[src/rtl/heart_bit_pkg.sv]
// Shared encodings for the multi-channel heart-bit blinker.
package heart_bit_pkg;

  localparam logic [1:0] MODE_OFF    = 2'd0;
  localparam logic [1:0] MODE_BLINK  = 2'd1;
  localparam logic [1:0] MODE_STROBE = 2'd2;
  localparam logic [1:0] MODE_DOUBLE = 2'd3;

  typedef enum logic [1:0] {PhOn1, PhGap, PhOn2, PhRest} dbl_phase_e;

  localparam int unsigned REST_MULT = 3;

endpackage

[src/rtl/heart_bit_channel.sv]
// One heart-bit channel: stored config, half-period counter, pattern phase, out and beat.
module heart_bit_channel
  import heart_bit_pkg::*;
#(
  parameter int unsigned CNT_W        = 32,
  parameter int unsigned DEFAULT_HALF = 50_000_000,
  parameter int unsigned DEFAULT_MODE = 1
) (
  input  logic             clk,
  input  logic             rst,
  input  logic             run,
  input  logic             hold_restart,
  input  logic             wr,
  input  logic [CNT_W-1:0] half,
  input  logic [1:0]       mode,
  output logic             out,
  output logic             beat
);

  logic [CNT_W-1:0] half_q, half_d;
  logic [1:0]       mode_q, mode_d;
  logic [CNT_W-1:0] cnt_q, cnt_d;
  logic             tog_q, tog_d;
  dbl_phase_e       dph_q, dph_d;
  logic [1:0]       sub_q, sub_d;
  logic             start_q, start_d;
  logic             out_q, out_d;
  logic             beat_q, beat_d;
  logic             tc;

  assign tc = (cnt_q == half_q - CNT_W'(1));

  always_comb begin
    half_d  = half_q;
    mode_d  = mode_q;
    cnt_d   = cnt_q;
    tog_d   = tog_q;
    dph_d   = dph_q;
    sub_d   = sub_q;
    start_d = start_q;
    out_d   = out_q;
    beat_d  = 1'b0;
    if (wr || hold_restart) begin
      if (wr) begin
        half_d = (half == '0) ? CNT_W'(1) : half;
        mode_d = mode;
      end
      cnt_d   = '0;
      tog_d   = 1'b0;
      dph_d   = PhOn1;
      sub_d   = 2'd0;
      start_d = 1'b1;
      out_d   = 1'b0;
    end else if (run) begin
      if (mode_q == MODE_DOUBLE && start_q) begin
        // First active cycle after a restart is spent entering ON1.
        start_d = 1'b0;
        out_d   = 1'b1;
        beat_d  = 1'b1;
      end else begin
        cnt_d = tc ? '0 : cnt_q + CNT_W'(1);
        unique case (mode_q)
          MODE_OFF: out_d = 1'b0;
          MODE_BLINK: begin
            if (tc) begin
              tog_d  = ~tog_q;
              out_d  = ~tog_q;
              beat_d = ~tog_q;
            end
          end
          MODE_STROBE: begin
            out_d  = tc & tog_q;
            beat_d = tc & tog_q;
            if (tc) tog_d = ~tog_q;
          end
          MODE_DOUBLE: begin
            if (tc) begin
              unique case (dph_q)
                PhOn1: begin
                  dph_d = PhGap;
                  out_d = 1'b0;
                end
                PhGap: begin
                  dph_d = PhOn2;
                  out_d = 1'b1;
                end
                PhOn2: begin
                  dph_d = PhRest;
                  sub_d = 2'd0;
                  out_d = 1'b0;
                end
                PhRest: begin
                  if (sub_q == 2'(REST_MULT - 1)) begin
                    dph_d  = PhOn1;
                    out_d  = 1'b1;
                    beat_d = 1'b1;
                  end else begin
                    sub_d = sub_q + 2'd1;
                  end
                end
              endcase
            end
          end
        endcase
      end
    end
  end

  always_ff @(posedge clk) begin
    if (rst) begin
      half_q  <= CNT_W'(DEFAULT_HALF);
      mode_q  <= 2'(DEFAULT_MODE);
      cnt_q   <= '0;
      tog_q   <= 1'b0;
      dph_q   <= PhOn1;
      sub_q   <= 2'd0;
      start_q <= 1'b1;
      out_q   <= 1'b0;
      beat_q  <= 1'b0;
    end else begin
      half_q  <= half_d;
      mode_q  <= mode_d;
      cnt_q   <= cnt_d;
      tog_q   <= tog_d;
      dph_q   <= dph_d;
      sub_q   <= sub_d;
      start_q <= start_d;
      out_q   <= out_d;
      beat_q  <= beat_d;
    end
  end

  assign out  = out_q;
  assign beat = beat_q;

endmodule

[src/rtl/heart_bit_multi.sv]
// Multi-channel heart-bit blinker: lock-qualified run control and config write decode.
module heart_bit_multi
  import heart_bit_pkg::*;
#(
  parameter int unsigned N_CH         = 4,
  parameter int unsigned CNT_W        = 32,
  parameter int unsigned DEFAULT_HALF = 50_000_000,
  parameter int unsigned DEFAULT_MODE = 1,
  localparam int unsigned CH_W        = (N_CH > 1) ? $clog2(N_CH) : 1
) (
  input  logic             clk,
  input  logic             rst,
  input  logic             enable,
  input  logic             locked,
  input  logic             cfg_we,
  input  logic [CH_W-1:0]  cfg_ch,
  input  logic [CNT_W-1:0] cfg_half,
  input  logic [1:0]       cfg_mode,
  output logic [N_CH-1:0]  heart_bit_out,
  output logic [N_CH-1:0]  beat
);

  logic            run;
  logic            hold_restart;
  logic [N_CH-1:0] wr;

  assign run          = enable & locked;
  assign hold_restart = ~locked;

  for (genvar i = 0; i < N_CH; i++) begin : g_ch
    // Out-of-range channel numbers match no decode and are dropped.
    assign wr[i] = cfg_we && (cfg_ch == CH_W'(i));

    heart_bit_channel #(
      .CNT_W        (CNT_W),
      .DEFAULT_HALF (DEFAULT_HALF),
      .DEFAULT_MODE (DEFAULT_MODE)
    ) u_ch (
      .clk          (clk),
      .rst          (rst),
      .run          (run),
      .hold_restart (hold_restart),
      .wr           (wr[i]),
      .half         (cfg_half),
      .mode         (cfg_mode),
      .out          (heart_bit_out[i]),
      .beat         (beat[i])
    );
  end

endmodule

[config.mk]
export PLATFORM = sky130hd
export DESIGN_NAME = heart_bit_multi
export DESIGN_NICKNAME = d
export VERILOG_FILES = /design/src/rtl/heart_bit_pkg.sv /design/src/rtl/heart_bit_channel.sv /design/src/rtl/heart_bit_multi.sv
export SDC_FILE = /design/constraint.sdc
export NUM_CORES = 1
export LEC_CHECK = 0
export ABC_AREA = 1
export CAP_MARGIN = 25
export CORE_ASPECT_RATIO = 1.2
export CORE_MARGIN = 4
export CORE_UTILIZATION = 50
export CTS_BUF_LIST = sky130_fd_sc_hd__clkbuf_2 sky130_fd_sc_hd__clkbuf_4 sky130_fd_sc_hd__clkbuf_8
export DETAILED_ROUTE_END_ITERATION = 16
export PLACE_DENSITY = 0.66
export SLEW_MARGIN = 15
export SYNTH_ARGS = -nofsm -noshare
export SYNTH_HDL_FRONTEND = slang
export SYNTH_HIERARCHICAL = 1
export SYNTH_SLANG_ARGS = --single-unit
[constraint.sdc]
create_clock -name clk -period 3 [get_ports clk]
set_input_delay 0.6 -clock clk [delete_from_list [all_inputs] [get_ports clk]]
set_output_delay 0.6 -clock clk [all_outputs]
set_load 0.005 [all_outputs]
==> results of run 1 <==
==> flip-flops by register name, summed over array words and instances (netlist names) <==
name / flops
g_ch.u_ch/beat: 4
g_ch.u_ch/cnt_q: 128
g_ch.u_ch/dph_q: 8
g_ch.u_ch/half_q: 128
g_ch.u_ch/mode_q: 8
g_ch.u_ch/out: 4
g_ch.u_ch/start_q: 4
g_ch.u_ch/sub_q: 8
g_ch.u_ch/tog_q: 4
==> per-layer routing <==
metal  part of all wire, %  wire (um)  vias up
met2                    46      32600      606
met3                   4.4       3077      189
met1                    45      31340    10310
met5                     0          0        -
met4                   4.8       3383        0
li1                      -          -    11490
==> power groups by stage <==
stage	combinational [mW]	clock, mW	sequential (mW)
global placement	1.41	0	4.25
global route	1.63	4.49	4.18
CTS	1.43	4.33	4.17
finish	1.46	4.23	4.17
detailed placement	1.43	0	4.25
floorplan	0.989	0	4.20
==> worst max path at each step <==
stage                                        startpoint                                   to  depth (start not counted)
global placement                                 locked  g_ch[2].u_ch/cnt_q[31]$_SDFFE_PP0P_                         15
CTS                 g_ch[1].u_ch/half_q[0]$_SDFFE_PP0P_   g_ch[1].u_ch/dph_q[0]$_SDFFE_PP0P_                         16
detailed placement                               locked  g_ch[3].u_ch/cnt_q[24]$_SDFFE_PP0P_                         17
global route        g_ch[0].u_ch/half_q[0]$_SDFFE_PP0P_   g_ch[0].u_ch/sub_q[0]$_SDFFE_PP0P_                         16
finish              g_ch[2].u_ch/half_q[0]$_SDFFE_PP0P_   g_ch[2].u_ch/cnt_q[6]$_SDFFE_PP0P_                         17
floorplan                                        enable  g_ch[3].u_ch/cnt_q[24]$_SDFFE_PP0P_                         15
==> cell families (layout without fill, tap and decap cells) <==
| group | count (synthesis) | in the layout | synth area share, % |
|---|---|---|---|
| AOI/OAI and AO/OA | 333 | 333 | 8.496 |
| other | 0 | 1 | 0 |
| DFF | 296 | 296 | 27.08 |
| adders and majority gates | 40 | 40 | 2.287 |
| buffers and inverters | 480 | 635 | 8.770 |
| and+or+nand+nor | 2147 | 2147 | 45.11 |
| xor gates and xnor gates | 200 | 200 | 8.256 |
==> metrics by stage <==
stage | setup slack [ns] | instances
floorplan | 0.3230 | 3496
CTS | 0.1107 | 4201
detailed placement | 0.02946 | 4108
global placement | 0.06533 | 4108
global route | -0.01040 | 4203
finish | 0.2709 | 4204
==> area by class of cell <==
cell class / count / area share (%)
Clock buffer: 81 / 4.206
Sequential cell: 296 / 24.12
Inverter: 412 / 6.345
Tap cell: 552 / 2.811
Multi-Input combinational cell: 2720 / 57.43
Antenna cell: 1 / 0.01018
Clock inverter: 12 / 0.5907
Timing Repair Buffer: 130 / 4.492
==> cells in the final DEF (no fill, tap or decap), drive strengths merged, types with 8 or more instances in the layout <==
cell           Yosys  layout
nor4              50      50
clkinv             6      11
a211oi            33      33
nand4            113     113
xnor2             68      68
ha                40      40
dfxtp            296     296
nand3            227     227
buf               23      83
xor2             128     128
o21ai            142     142
inv              406     406
and3               8       8
nand2            930     930
nor2             694     694
nor3              77      77
nand3b            32      32
clkdlybuf4s50      0      47
clkbuf            45      81
o21bai            16      16
nor3b              8       8
a21oi            124     124
o211ai             9       9
==> worst max-delay path, stage by stage (launching register included) <==
cell and delay [ns]:
sky130_fd_sc_hd__dfxtp_1 0.37, sky130_fd_sc_hd__inv_2 0.08, sky130_fd_sc_hd__ha_1 0.22, sky130_fd_sc_hd__nand2_1 0.14
sky130_fd_sc_hd__nor2_4 0.24, sky130_fd_sc_hd__nand2_1 0.18, sky130_fd_sc_hd__nand2_1 0.15, sky130_fd_sc_hd__nand2_1 0.06
sky130_fd_sc_hd__inv_1 0.07, sky130_fd_sc_hd__nand2_1 0.06, sky130_fd_sc_hd__nor2_1 0.24, sky130_fd_sc_hd__nand2_1 0.10
sky130_fd_sc_hd__nor2_2 0.11, sky130_fd_sc_hd__nand3_2 0.13, sky130_fd_sc_hd__inv_2 0.10, sky130_fd_sc_hd__nand2_2 0.10
sky130_fd_sc_hd__nand2_8 0.17, sky130_fd_sc_hd__nor3b_1 0.07
==> timing repair <==
action,CTS,global route
gates resized for setup,0,12
hold endpoints to repair,0,0
setup endpoints to repair,0,102
buffers inserted,0,2
==> reports/results.ini, run 1 <==
[run_status]
outcome = finished, final reports clean

[hold_path]
min_path_type = primary input to flop
min_to = g_ch[0].u_ch/half_q[8]$_SDFFE_PP0P_
timing.hold.worst.start = rst
worstHoldPathCells = 2

[yosys]
synth-seq-cells = 296
synthesis.area_um2 = 21880
synthesis.yosys.warnings = 6
synth_enable_flop_cells = 0
yosys-top-cells-count = sky130_fd_sc_hd__nand2_1, sky130_fd_sc_hd__nor2_1, sky130_fd_sc_hd__inv_1, sky130_fd_sc_hd__dfxtp_1, sky130_fd_sc_hd__nand3_1
post-synth-top-count-cell = sky130_fd_sc_hd__nand2_1
synth_cells = 3496
seq_area_frac_synth_pct = 27.08
synth_top_area_cell = sky130_fd_sc_hd__dfxtp_1
synth.area.top_cells = sky130_fd_sc_hd__dfxtp_1, sky130_fd_sc_hd__nand2_1, sky130_fd_sc_hd__nor2_1, sky130_fd_sc_hd__inv_1, sky130_fd_sc_hd__xor2_1
synth_fp_nets = 3577
synth-main-ff-cell = sky130_fd_sc_hd__dfxtp_1
synthArstFlopShare_pct = 0
synth.distinct_cells = 48
yosys.area.top_type_share_pct = 27.08
syn-mean-instance-area_um2 = 6.260

[placement]
detailed_place_hpwl_um = 56010
globalplace.congestion = 1.001
place.port_buffers = 48
post_dp_cell_area_um2 = 23310

[worst_setup_path]
r2r-end = g_ch[2].u_ch/cnt_q[6]$_SDFFE_PP0P_
timing.critical_path.from_type = flop
critPathArrivalTime_ns = 3.27
crit_path_end_kind = flop
regToRegSetupSlack_ns = 0.27
timing.setup.critical_path_class = flop to flop
reg2reg_from = g_ch[2].u_ch/half_q[0]$_SDFFE_PP0P_
timing.critical_path.fanout_max = 26
worst-endpoint-required_ns = 3.54
reg2reg_depth = 17

[sta]
setup_viol = 0
timing.slew.headroom_pct = 56.08
worst_slew_pin_slew_ns = 0.6580
post-route-period-util_pct = 90.97
final_hold_viol_count = 0
finalSetupTns_ns = 0
fin_worst_skew_ns = 0.02410
layout_min_cycle_time_ns = 2.729
maxSlewViolCount = 0
whs_ns = 0.4424
fmax_ghz = 0.3664

[cts]
cts_htree_levels = 2
clock_tree.root_cell = sky130_fd_sc_hd__clkbuf_8
cts_hold_buf = 0
clk_path_buf_depth = 3
cts_tree = yes
worst_setup_hold_path_clk_slew_ns = 0.06
cts.sink_count = 296
clkLatencyLatePin_ns = 0.66
cts_buffers = 52

[route]
drt-vias-per-instance = 5.373
routedWlPerCell_um = 16.75
antenna_left = 0
post-route-drc-count = 0
finalWirelength_um = 70400
drt_initial_violations = 1460
vias = 22590
drt_first_pass_iters = 6

[floorplan]
die_area_um2 = 47200
std_cell_rows = 83
ios = 49
initial_core_util_pct = 50.90
die-width_um = 199.0
core_area_um2 = 42990
die_h_um = 237.2

[global_route]
grt_busiest_layer = met2
grt_use_total_pct = 29.48
grt_pass1_vias = 21580
grt_use_met1_pct = 38.45
antenna_found_initial = 0
grt.met3_usage_pct = 3.657
grt_start_max_net_pins = 42
overflow_after_grt = 0
grt_pass1_wl_um = 112700
grtUsageMet2_pct = 49.29

[final_layout]
seqCellArea_um2 = 5926
utilization_pct = 57.15
stdcell_area_um2 = 24570
syn_to_final_growth_pct = 12.27
layout-drive-gt1-share_pct = 10.49
layout.filler_cells = 4313
layout.nets = 3693
multi_input_comb_area_um2 = 14110

[pwr]
share_clk_of_total_power_pct = 42.9
power_density_nw_per_um2 = 401.2
sw_frac_of_total_pct = 29.38
power.internal_mw = 6.960
cellLeakagePower_nw = 10.31
power.sequential.fraction_pct = 42.3
irDropWorstVdd_uv = 331.7
combinational_share_of_power_pct = 14.8
report.power.total_mw = 9.857
p_switching_mw = 2.896

[job]
drv.max_cap_violation_count = 0

Note: power is estimated with default switching activity, not from simulation.
==> run 2: changes to the inputs <==
Settings changed: TNS_END_PERCENT from default to 20.
==> results of run 2 <==
Same layout as run 1: the final DEF is identical, and so are final timing and power.
